File: config.mk
export PLATFORM = sky130hd
export DESIGN_NAME = cpu_clk_ctrl
export DESIGN_NICKNAME = d
export VERILOG_FILES = /design/src/rtl/clk_ctrl_pkg.sv /design/src/rtl/cpu_clk_ctrl_debounce.sv /design/src/rtl/cpu_clk_ctrl.sv
export SDC_FILE = /design/constraint.sdc
export NUM_CORES = 1
export LEC_CHECK = 0
export BUFFER_PORTS_ARGS = -buffer_cell sky130_fd_sc_hd__clkbuf_2
export CORE_MARGIN = 2
export CORE_UTILIZATION = 45
export DETAILED_ROUTE_END_ITERATION = 6
export RECOVER_POWER = 100
export SLEW_MARGIN = 20
export SYNTH_ARGS = -nofsm -noshare
export SYNTH_HDL_FRONTEND = slang
export SYNTH_SLANG_ARGS = --single-unit
File: constraint.sdc
create_clock -name iClk -period 1.9 [get_ports iClk]
set_input_delay 0.095 -clock iClk [delete_from_list [all_inputs] [get_ports iClk]]
set_output_delay 0.095 -clock iClk [all_outputs]
set_load 0.01 [all_outputs]
File: src/rtl/clk_ctrl_pkg.sv
// Shared definitions for the CPU clock controller: FSM encodings and counter width.
package clk_ctrl_pkg;

  localparam int unsigned CYCLES_W = 16;

  typedef enum logic [1:0] {
    IDLE   = 2'd0,
    RUN    = 2'd1,
    STEP   = 2'd2,
    HALTED = 2'd3
  } ctrlState_t;

endpackage

File: src/rtl/cpu_clk_ctrl_debounce.sv
// Synchroniser plus stable-count debouncer for a front-panel input.
// oLevel follows iRaw after it holds a new value; oRise pulses on a debounced 0->1 change.
module debounce #(
  parameter int unsigned DEBOUNCE_CYCLES = 32'd500000,
  parameter int unsigned SYNC_STAGES     = 2
) (
  input  logic iClk,
  input  logic nRst,
  input  logic iRaw,
  output logic oLevel,
  output logic oRise
);

  localparam int unsigned CNT_W = (DEBOUNCE_CYCLES > 1) ? $clog2(DEBOUNCE_CYCLES) : 1;
  localparam logic [CNT_W-1:0] CNT_MAX = CNT_W'(DEBOUNCE_CYCLES - 1);

  logic [SYNC_STAGES-1:0] syncQ;
  logic [CNT_W-1:0]       cnt;
  logic                   syncIn;

  assign syncIn = syncQ[SYNC_STAGES-1];

  always_ff @(posedge iClk or negedge nRst) begin
    if (!nRst) begin
      syncQ <= '0;
    end else begin
      syncQ <= {syncQ[SYNC_STAGES-2:0], iRaw};
    end
  end

  // Count consecutive cycles that disagree with the current level; any agreement restarts.
  always_ff @(posedge iClk or negedge nRst) begin
    if (!nRst) begin
      cnt    <= '0;
      oLevel <= 1'b0;
      oRise  <= 1'b0;
    end else if (syncIn == oLevel) begin
      cnt   <= '0;
      oRise <= 1'b0;
    end else if (cnt == CNT_MAX) begin
      cnt    <= '0;
      oLevel <= syncIn;
      oRise  <= syncIn;
    end else begin
      cnt   <= cnt + CNT_W'(1);
      oRise <= 1'b0;
    end
  end

endmodule

File: src/rtl/cpu_clk_ctrl.sv
// Run/step/halt controller: turns the divided slow clock into single-cycle CPU
// clock enables on iClk, gated by debounced run/step inputs and the halt request.
module cpu_clk_ctrl
  import clk_ctrl_pkg::*;
#(
  parameter int unsigned DEBOUNCE_CYCLES = 32'd500000,
  parameter int unsigned SYNC_STAGES     = 2
) (
  input  logic                iClk,
  input  logic                nRst,
  input  logic                iSlowClk,
  input  logic                iRun,
  input  logic                iStep,
  input  logic                iHalt,
  output logic                oEn,
  output logic                oRunning,
  output logic                oHalted,
  output logic [CYCLES_W-1:0] oCycles
);

  logic [SYNC_STAGES-1:0] slowSync;
  logic                   slowPrev;
  logic                   tick;
  logic                   runLvl;
  logic                   stepLvl;
  logic                   stepPress;
  logic                   unusedRunRise;
  logic                   unusedStepLvl;
  logic                   enNext;
  logic [CYCLES_W-1:0]    cycleCnt;
  ctrlState_t             state;
  ctrlState_t             stateNext;

  assign unusedStepLvl = stepLvl;
  assign oCycles       = cycleCnt;

  // Slow clock synchroniser with a registered rising-edge tick.
  always_ff @(posedge iClk or negedge nRst) begin
    if (!nRst) begin
      slowSync <= '0;
      slowPrev <= 1'b0;
      tick     <= 1'b0;
    end else begin
      slowSync <= {slowSync[SYNC_STAGES-2:0], iSlowClk};
      slowPrev <= slowSync[SYNC_STAGES-1];
      tick     <= slowSync[SYNC_STAGES-1] & ~slowPrev;
    end
  end

  debounce #(
    .DEBOUNCE_CYCLES(DEBOUNCE_CYCLES),
    .SYNC_STAGES    (SYNC_STAGES)
  ) uRunDb (
    .iClk  (iClk),
    .nRst  (nRst),
    .iRaw  (iRun),
    .oLevel(runLvl),
    .oRise (unusedRunRise)
  );

  debounce #(
    .DEBOUNCE_CYCLES(DEBOUNCE_CYCLES),
    .SYNC_STAGES    (SYNC_STAGES)
  ) uStepDb (
    .iClk  (iClk),
    .nRst  (nRst),
    .iRaw  (iStep),
    .oLevel(stepLvl),
    .oRise (stepPress)
  );

  always_ff @(posedge iClk or negedge nRst) begin
    if (!nRst) begin
      state <= IDLE;
    end else begin
      state <= stateNext;
    end
  end

  // Halt has priority everywhere; a press arriving outside IDLE is dropped.
  always_comb begin
    stateNext = state;
    unique case (state)
      IDLE: begin
        if (iHalt)          stateNext = HALTED;
        else if (runLvl)    stateNext = RUN;
        else if (stepPress) stateNext = STEP;
      end
      RUN: begin
        if (iHalt)        stateNext = HALTED;
        else if (!runLvl) stateNext = IDLE;
      end
      STEP: begin
        if (iHalt)     stateNext = HALTED;
        else if (tick) stateNext = IDLE;
      end
      HALTED: begin
        if (!iHalt && !runLvl) stateNext = IDLE;
      end
      default: stateNext = IDLE;
    endcase
  end

  always_comb begin
    enNext = 1'b0;
    unique case (state)
      RUN:     enNext = tick & ~iHalt & runLvl;
      STEP:    enNext = tick & ~iHalt;
      default: enNext = 1'b0;
    endcase
  end

  // Registered outputs; status flags trail the state register by one edge.
  always_ff @(posedge iClk or negedge nRst) begin
    if (!nRst) begin
      oEn      <= 1'b0;
      oRunning <= 1'b0;
      oHalted  <= 1'b0;
      cycleCnt <= '0;
    end else begin
      oEn      <= enNext;
      oRunning <= (state == RUN);
      oHalted  <= (state == HALTED);
      cycleCnt <= cycleCnt + CYCLES_W'(oEn);
    end
  end

endmodule
==> reports/metrics.csv <==
metric,value,unit
CP startpoint kind,flop,
Synth Area in Adders,3.52,%
Iter 0 DRT Violations,177,
TritonCTS clock tree,done,
number of diodes,0,
"Setup Fix Bufs, Post-CTS",0,
worst r2r path cells,5,
WP depth,5,
DR WL/cell,12.9,um
Synth top area share,54.7,%
IO Count,25,
DPL Wire Length,3.69,mm
clk buf depth,2,
Routability Congestion,0.838,
R2R Setup Slk,0.16,ns
slowest cell on the critical path,or4b_4,
Total GRT Usage,16.0,%
RSZ-0062 raised after global routing,false,
first-pass GRT wire length,9.74,mm
gr ovfl total,0,
Worst-path clk slew,0.08,ns
CP endpoint,uRunDb.cnt[7]$_DFF_PN0_,
Int Power,2340,uW
Post-Synth Simple-Gate Area,22.3,%
Final setup viols,0,
largest net degree at the start of global routing,71,
DRT antenna net count,0,
register bit count reported by yosys,70,
Initial Utilization,46.9,%
PD cells,871,mW/mm2
peak supply drop,0.392,mV
Worst EP required,2.12,ns
maxcap violations,0,
Post-synth EDFFs,0,
NetSw,882,uW
Crit Path Max Fanout,19,
Placed Cells incl. Taps,414,
R2R Path End,uRunDb.cnt[7]$_DFF_PN0_,
initial antenna violation count,0,
Flop pwr share,51.2,%
reg2reg start,uRunDb.cnt[16]$_DFF_PN0_,
Post-Synthesis Cells,293,
Yosys warnings,0,
vias per inst,5.06,
Logic pwr share,11.4,%
total wire length,5.59,mm
CP endpoint kind,flop,
XOR/XNOR Fraction of Synth Area,11.8,%
vias in the first global route,2084,
DR vias,2202,
total power,3220,uW
placed cell area,0.00349,mm2
CP peak stage delay,0.55,ns
Crit Path Category,reg2reg,
Fin. Hold Viols,0,
Clock Power Share,37.4,%
worst-path cell chain,nand3_1 -> or4b_4 -> o31ai_4 -> clkbuf_4 -> nor2_1,
fin. max-slew vios,0,
Final min period,1.74,ns
Synth area leader,dfrtp_1,
Post-synth top cells,"dfrtp_1 (70), nor2_1 (37), xnor2_1 (26), nand3_1 (20), xor2_1 (17)",
cell with the most instances after synthesis,dfrtp_1,
buffers added on ports,24,
H-tree lvl count,3,
Hold WC Path Type,reg2reg,
Num CTS Buffers,9,
Synth Area per Inst,10.9,um2
LEAKAGE,0.00160,uW
mux cell area share after synthesis,1.02,%
Remaining DRCs,0,
largest family of logic cells by synthesized area,simple AND/OR/NAND/NOR gates,
status,finished clean,
Die W,88.4,um
DRT Pass-1 Iters,4,
Clock Skew,0.00972,ns
syn_nets,308,
ys flop type,dfrtp_1,
highest clock rate,575,MHz
row count,30,
final hold slack,0.351,ns
Layout area overhead,15.4,%
Arrival @ worst endpoint,1.96,ns
"Seq/Total Area, Yosys",54.7,%
synthesized cell area,0.00320,mm2
nets,349,
Final Cell Area,0.00369,mm2
Critical path origin,uRunDb.cnt[16]$_DFF_PN0_,
Die ar.,0.00781,mm2
Tcrit/Tclk final,91.5,%
Synth Area in Compound Gates,4.45,%
Fin Setup TNS,0,ns
worst skew pair latency,0.34,ns
Area contributors post-synth,"dfrtp_1 (55%), xnor2_1 (7.1%), xor2_1 (4.7%)",
layout cells sized above 1,10.9,%
die height,88.4,um
Unique masters post-synth,38,
ys async rst share,100,%
switching share of power,27.4,%
Slew @ Worst Pin,0.936,ns
worst path bufs/invs,1,
Worst path top cell family by delay,simple AND/OR/NAND/NOR gates,
Max transition margin,37.6,%
Post-Layout Cell Count,435,
clk sinks,70,
Clock Tree Root,clkbuf_8,
Core Area,0.00683,mm2
-- sequential cells by signal, indices dropped and copies added (netlist names) --
name	count
uRunDb.cnt	19
uStepDb.cnt	19
oCycles	16
slowSync	2
state	2
uRunDb.syncQ	2
uStepDb.syncQ	2
oEn	1
oHalted	1
oRunning	1
slowPrev	1
tick	1
uRunDb.oLevel	1
uStepDb.oLevel	1
uStepDb.oRise	1
-- cell families after synthesis --
logic type | count (synthesis)
simple gates | 130
flops | 70
mux | 3
fa+ha+maj | 9
compound gates | 22
xor+xnor | 43
buf+inv | 16
-- how the worst min path moves through the flow --
stage                               startpoint                    endpoint  slack [ns]  cells after the start
finish              uStepDb.syncQ[0]$_DFF_PN0_  uStepDb.syncQ[1]$_DFF_PN0_        0.35                      0
global route         uRunDb.syncQ[0]$_DFF_PN0_   uRunDb.syncQ[1]$_DFF_PN0_        0.36                      0
CTS                                       nRst       oCycles[11]$_DFF_PN0_        0.32                      3
detailed placement                        nRst       oCycles[11]$_DFF_PN0_        0.15                      2
global placement                          nRst       oCycles[12]$_DFF_PN0_        0.15                      2
floorplan                                 nRst        oCycles[0]$_DFF_PN0_       -0.20                      0
-- power groups by stage --
stage | logic (uW) | clock network, uW | registers [uW]
2_1_floorplan | 218 | 0 | 1690
3_3_place_gp | 379 | 0 | 1680
3_5_place_dp | 386 | 0 | 1680
4_1_cts | 395 | 1240 | 1650
5_1_grt | 434 | 1320 | 1660
6_report | 368 | 1200 | 1650
-- layout make-up --
class                   instances  area (um2)
fillers                       647        3140
flip-flops and latches         70        1750
multi-input cells             207        1370
repair buffers                 37         219
clock buffers                   9         124
well taps                      96         120
clock inverters                 7        73.8
inverters                       9        33.8
-- per-stage QoR --
stage                     setup slack (ns)  utilization (%)
after global placement               0.231             51.1
after floorplan                      0.222                -
after CTS                            0.190             54.7
final                                0.162             54.1
after global routing                0.0269             54.1
after detailed placement             0.203             51.1
-- worst reg2reg max path, cell delays in order, from the launching register on --
cell	delay (ns)
dfrtp_1	0.39
nand3_1	0.12
or4b_4	0.55
o31ai_4	0.17
clkbuf_4	0.30
nor2_1	0.09
-- cell usage in the layout (no fill, tap or decap), types with 4 or more instances in the layout --
master	n
a21oi_1	9
and3_1	5
and4_1	7
buf_4	5
clkbuf_1	19
clkbuf_2	4
clkbuf_8	9
dfrtp_1	70
dlygate4sd3_1	5
ha_1	9
inv_1	9
nand2_1	15
nand3_1	21
nand4_1	13
nor2_1	37
nor3_1	6
nor4_1	6
o21ai_0	5
or4_1	4
xnor2_1	26
xor2_1	17
-- routing by layer --
| metal | wire, um | track usage (%) |
|---|---|---|
| met5 | 0 | 0 |
| met1 | 2890 | 23.2 |
| met3 | 192 | 3.08 |
| met4 | 95 | 6.61 |
| met2 | 2410 | 23.8 |
-- timing repair --
action,in CTS,in global routing
hold endpoints to repair,74,0
resized for setup,0,0
hold buffers,5,0
(Power assumes the default switching activity.)
